File: src/rtl/mem_data_ctrl_pkg.sv
// Shared defaults, FSM encoding and parity helper for the RiSC-16 data memory controller.
// Optional parity storage is enabled by defining MEM_DATA_PARITY_EN.
package mem_data_ctrl_pkg;

  localparam int WORD_LEN_DEF = 16;
  localparam int ADDR_LEN_DEF = 8;
  localparam int READ_LAT_DEF = 1;

  typedef enum logic {
    S_CLEAR = 1'b0,
    S_READY = 1'b1
  } state_t;

  // even parity bit of one byte
  function automatic logic par8(input logic [7:0] b);
    return ^b;
  endfunction

endpackage

File: src/rtl/mem_data_array.sv
// Single-port byte-enabled storage: synchronous write, combinational read.
// With MEM_DATA_PARITY_EN defined, a per-byte even-parity bit is stored alongside the data.
module mem_data_array
  import mem_data_ctrl_pkg::*;
#(
  parameter int WORD_LEN = WORD_LEN_DEF,
  parameter int ADDR_LEN = ADDR_LEN_DEF
) (
  input  logic                  clk,
  input  logic                  we,
  input  logic [ADDR_LEN-1:0]   addr,
  input  logic [WORD_LEN-1:0]   wdata,
  input  logic [WORD_LEN/8-1:0] be,
  input  logic                  par_flip,
  output logic [WORD_LEN-1:0]   rdata,
  output logic                  rerr
);

  localparam int NB    = WORD_LEN / 8;
  localparam int DEPTH = 1 << ADDR_LEN;

  logic [NB-1:0][7:0] mem [DEPTH];

  always_ff @(posedge clk) begin
    if (we) begin
      for (int i = 0; i < NB; i++)
        if (be[i]) mem[addr][i] <= wdata[8*i +: 8];
    end
  end

  assign rdata = mem[addr];

`ifdef MEM_DATA_PARITY_EN
  logic [NB-1:0] par [DEPTH];
  logic [NB-1:0] par_calc;

  // par_flip deliberately stores the wrong parity so the error path can be exercised
  always_ff @(posedge clk) begin
    if (we) begin
      for (int i = 0; i < NB; i++)
        if (be[i]) par[addr][i] <= par8(wdata[8*i +: 8]) ^ par_flip;
    end
  end

  always_comb begin
    par_calc = '0;
    for (int i = 0; i < NB; i++) par_calc[i] = par8(mem[addr][i]);
  end

  assign rerr = |(par_calc ^ par[addr]);
`else
  logic unused_par;
  assign unused_par = par_flip;
  assign rerr       = 1'b0;
`endif

endmodule

File: src/rtl/mem_data_ctrl.sv
// Data memory controller: post-reset clear sequencer, valid/ready request port and
// READ_LAT-deep response pipeline. Parity checking follows MEM_DATA_PARITY_EN.
module mem_data_ctrl
  import mem_data_ctrl_pkg::*;
#(
  parameter int WORD_LEN = WORD_LEN_DEF,
  parameter int ADDR_LEN = ADDR_LEN_DEF,
  parameter int READ_LAT = READ_LAT_DEF
) (
  input  logic                  clk,
  input  logic                  rst,
  input  logic                  req_valid,
  output logic                  req_ready,
  input  logic                  req_write,
  input  logic [ADDR_LEN-1:0]   req_addr,
  input  logic [WORD_LEN-1:0]   req_wdata,
  input  logic [WORD_LEN/8-1:0] req_be,
  input  logic                  par_inj,
  output logic                  rsp_valid,
  output logic [WORD_LEN-1:0]   rsp_rdata,
  output logic                  rsp_err,
  output logic                  busy
);

  localparam int NB    = WORD_LEN / 8;
  localparam int DEPTH = 1 << ADDR_LEN;
  localparam logic [ADDR_LEN:0] LAST = (ADDR_LEN+1)'(DEPTH - 1);

  typedef struct packed {
    logic                err;
    logic [WORD_LEN-1:0] data;
  } rsp_t;

  state_t              state;
  logic [ADDR_LEN:0]   cnt;
  logic                acc, rd_acc;
  logic                mem_we, mem_flip, mem_rerr;
  logic [ADDR_LEN-1:0] mem_addr;
  logic [WORD_LEN-1:0] mem_wdata, mem_rdata;
  logic [NB-1:0]       mem_be;

  logic [READ_LAT:1]   vld_pipe;
  rsp_t [READ_LAT:1]   rsp_pipe;

  // gating with rst keeps a stale req_ready from writing memory on a reset edge
  assign acc    = rst & req_valid & req_ready;
  assign rd_acc = acc & ~req_write;

  always_ff @(posedge clk) begin
    if (!rst) begin
      state     <= S_CLEAR;
      cnt       <= '0;
      req_ready <= 1'b0;
      busy      <= 1'b1;
    end else begin
      case (state)
        S_CLEAR: begin
          cnt <= cnt + 1'b1;
          if (cnt == LAST) begin
            state     <= S_READY;
            req_ready <= 1'b1;
            busy      <= 1'b0;
          end
        end
        default: ;
      endcase
    end
  end

  always_comb begin
    mem_we    = (rst & (state == S_CLEAR)) | (acc & req_write);
    mem_addr  = req_addr;
    mem_wdata = req_wdata;
    mem_be    = req_be;
    mem_flip  = par_inj;
    if (state == S_CLEAR) begin
      mem_addr  = cnt[ADDR_LEN-1:0];
      mem_wdata = '0;
      mem_be    = '1;
      mem_flip  = 1'b0;
    end
  end

  mem_data_array #(
    .WORD_LEN (WORD_LEN),
    .ADDR_LEN (ADDR_LEN)
  ) u_array (
    .clk      (clk),
    .we       (mem_we),
    .addr     (mem_addr),
    .wdata    (mem_wdata),
    .be       (mem_be),
    .par_flip (mem_flip),
    .rdata    (mem_rdata),
    .rerr     (mem_rerr)
  );

  // stages load only with a valid beat, so the last stage holds data between responses
  always_ff @(posedge clk) begin
    if (!rst) begin
      vld_pipe <= '0;
      rsp_pipe <= '0;
    end else begin
      vld_pipe[1] <= rd_acc;
      if (rd_acc) rsp_pipe[1] <= {mem_rerr, mem_rdata};
      for (int s = 2; s <= READ_LAT; s++) begin
        vld_pipe[s] <= vld_pipe[s-1];
        if (vld_pipe[s-1]) rsp_pipe[s] <= rsp_pipe[s-1];
      end
    end
  end

  assign rsp_valid = vld_pipe[READ_LAT];
  assign rsp_rdata = rsp_pipe[READ_LAT].data;
  assign rsp_err   = rsp_pipe[READ_LAT].err;

endmodule

File: config.mk
export PLATFORM = sky130hd
export DESIGN_NAME = mem_data_ctrl
export DESIGN_NICKNAME = d
export VERILOG_FILES = /design/src/rtl/mem_data_ctrl_pkg.sv /design/src/rtl/mem_data_array.sv /design/src/rtl/mem_data_ctrl.sv
export SDC_FILE = /design/constraint.sdc
export NUM_CORES = 2
export LEC_CHECK = 0
export BUFFER_PORTS_ARGS = -buffer_cell sky130_fd_sc_hd__buf_2
export CAP_MARGIN = 5
export CORE_MARGIN = 2
export CORE_UTILIZATION = 60
export DETAILED_ROUTE_END_ITERATION = 12
export PLACE_DENSITY = 0.77
export SLEW_MARGIN = 0
export SYNTH_ARGS = -nofsm -noshare
export SYNTH_HDL_FRONTEND = slang
export SYNTH_SLANG_ARGS = --single-unit
File: constraint.sdc
create_clock -name clk -period 12.8 [get_ports clk]
set_input_delay 2.56 -clock clk [delete_from_list [all_inputs] [get_ports clk]]
set_output_delay 2.56 -clock clk [all_outputs]
set_load 0.05 [all_outputs]
==> results.md <==
* HPWL after DPL at 224 mm
* RSZ-0062 raised after global routing: no
* Initial core utilization at 60.4%
* Share of final-layout standard cells stronger than drive strength 1 at 15.8%
* Post-CTS setup repair buffer count at 0
* CP max stage cell: o41ai_1
* Cell area after synthesis at 159000 um^2
* Post-synth cell types at 53
* Count of state elements after synthesis at 4125
* Largest net degree at the start of global routing at 213
* Post-synthesis average cell area at 19.8 um^2
* Die outline height at 518 um
* Worst-path fanout max at 127
* Worst hold-check slack at 0.482 ns
* Number of cells on the critical path at 11
* 1st-pass router iterations at 8
* Routed length per placed instance at 33.8 um
* Via density per instance at 6.94
* Antenna violations before repair at 24
* Wire length of the first global-routing pass at 576 mm
* Maximum level of the CTS H-tree at 5
* Synth Net Count at 8059
* DR DRC count at 0
* Category of cells accounting for the largest share of critical-path delay: compound AO/OA/AOI/OAI gates
* Maximum cell stage delay along the critical path at 0.93 ns
* Post-route minimum period at 7.32 ns
* Clock Tree Root: clkbuf_16
* Setup clock skew after layout at 0.0441 ns
* Aggregate negative setup slack at 0 ns
* Overall routing resource usage at 29.6%
* Commonest non-fill, non-tap cell in the layout: edfxtp_1
* Worst slew margin at 3.90%
* Buffers and inverters on the worst path at 4
* Nature of the critical path startpoint: input port
* Final setup violation count at 0
* Total vias in the final route at 82800
* Number of buffers added by the clock tree synthesis step at 394
* Fin crit share at 57.2%
* Final Hold Vio Count at 0
* Clock edge transition at the registers on the reported setup and hold paths at 0.06 ns
* Count of flip-flops with a built-in enable after synthesis at 4096
* Top-Level Pins at 51
* Ys async rst share at 0%
* GR Overflow Total at 0
* Worst hold path cell count at 2
* Clock tree from TritonCTS: yes
* Commonest cells after routing, fill and taps aside: 4096 x edfxtp_1, 1027 x mux2i_1, 524 x nor2_1
* Category of the critical setup timing path: in -> reg
* Area growth from synthesis to final layout at 10.4%
* Worst skew pair latency at 0.90 ns
* Placed Cells at 11200
* Crit path capture type: flop
* Cell seen most often among critical-path stages: buf_12
* Final count of pins violating max slew at 0
* Number of instances resized during post-cts repair at 0
* Max cap viols at 0
* Placer Congestion at 0.851
* Worst path cell trace: buf_2, mux2_8, buf_12, buf_12, mux2i_1, o22ai_1, o41ai_1, nand4_1, a2111oi_0, buf_4, a21oi_1
* Worst VDD drop at 0.126 mV
* Count of nets left with antenna violations after detail routing at 0
* CP arrival at 8.04 ns
* Leak pwr at 48.0 nW
* Fmax at 137 MHz
* Standard-cell row count at 188
* Number of buffers on the longest clock path at 4
* Result of the run: finished clean
* Number of sinks on the clock net at 4125
* Main flop type after synthesis: edfxtp_1
* Post-route core utilization at 66.6%
* Number of nets in the final layout at 8111
* Worst Path Required at 13.52 ns
* Routed WL at 404 mm
* Tightest Hold Check Type: reg -> reg
* Overall die area at 269000 um^2
* Number of DRC markers after the initial detailed-route iteration at 12700
* Number of global-route vias before repair at 81600
* Number of input and output port buffers inserted at 48
* Core footprint at 263000 um^2
* Final setup slack of the worst path at 5.48 ns
* Cts hold-fix bufs at 0
* Tot Pwr at 27.2 mW
* Pin slew with the least headroom to its limit at 1.42 ns
* Warning count from the yosys run at 0
* Final non-filler cell total at 11900
* Final cell area excluding filler cells at 175000 um^2
* Die X at 518 um
* Power density cells at 155 nW/um^2
* Placed cell areas at 162000 um^2
* Part of the Yosys area used for sequential elements at 77.9%
* Logic depth of the worst register-to-register path at 10
* Synthesized netlist cell count at 8026
* DP Worst Slack at 4.76 ns
## final cells by class
cell class | instances | area, um^2
sequential | 4125 | 124000
fill | 16000 | 87700
multi-input combinational | 3364 | 32900
clock buffer | 488 | 10400
tap | 3515 | 4400
clock inverter | 238 | 2240
timing repair buffer | 189 | 1540
antenna | 12 | 30.0
inverter | 4 | 15.0
## final timing paths
kind | start | endpoint | slack (ns)
hold / removal | busy | busy | 0.48
setup / recovery | req_addr[1] | rsp_rdata[12] | 5.48
setup reg to reg | cnt[1] | rsp_rdata[12] | 6.59
hold reg to reg | busy | busy | 0.48
## routing by layer
metal	track usage, %	part of all wire (%)
met5	0	0.011
met4	14.2	5.5
met3	6.06	11
met2	46.5	48
met1	40.3	36
## kinds of logic after synthesis
family	share of synthesized area (%)
compound gates	4.93
xor+xnor	0.0331
fa+ha+maj	0.0158
mux	13.8
buf+inv	1.65
other cells	0.00236
simple gates	1.71
flops	77.9
## sequential cells by signal, summed over array words and instances (netlist names)
signal and flops:
u_array.mem 4096, rsp_rdata 16, cnt 9, busy 1, req_ready 1, rsp_valid 1, state 1
## report_power, final
part	internal, mW	switching, mW	leakage, nW	total [mW]
Sequential	14.6	0.00512	31.7	14.6
Combinational	0.385	0.671	10.1	1.06
Clock	6.60	4.92	6.20	11.5
Total	21.6	5.60	48.0	27.2
## worst min-delay path, cell delays in order (launching register included)
cell	delay, ns
dfxtp_1	0.32
inv_1	0.04
o21ai_0	0.07
## cell usage after synthesis, drive strengths merged, types with 4 or more instances
master | n | share of area (%)
nand4 | 10 | 0.039
o21ai | 19 | 0.062
clkbuf | 213 | 0.50
inv | 4 | 0.0095
nor2b | 6 | 0.024
nor2 | 524 | 1.2
dfxtp | 29 | 0.37
nand3 | 20 | 0.063
nand2 | 45 | 0.11
a21oi | 149 | 0.47
o41ai | 150 | 0.83
and2 | 25 | 0.099
o22ai | 513 | 2.0
nor3 | 8 | 0.025
a2111oi | 8 | 0.044
a41oi | 24 | 0.13
a31oi | 10 | 0.039
or2 | 5 | 0.020
edfxtp | 4096 | 78
mux2i | 1027 | 6.5
xnor2 | 4 | 0.022
a22oi | 258 | 1.2
mux4 | 512 | 7.3
buf | 320 | 1.1
and3 | 8 | 0.032
Power figures use the tool's default switching activity.
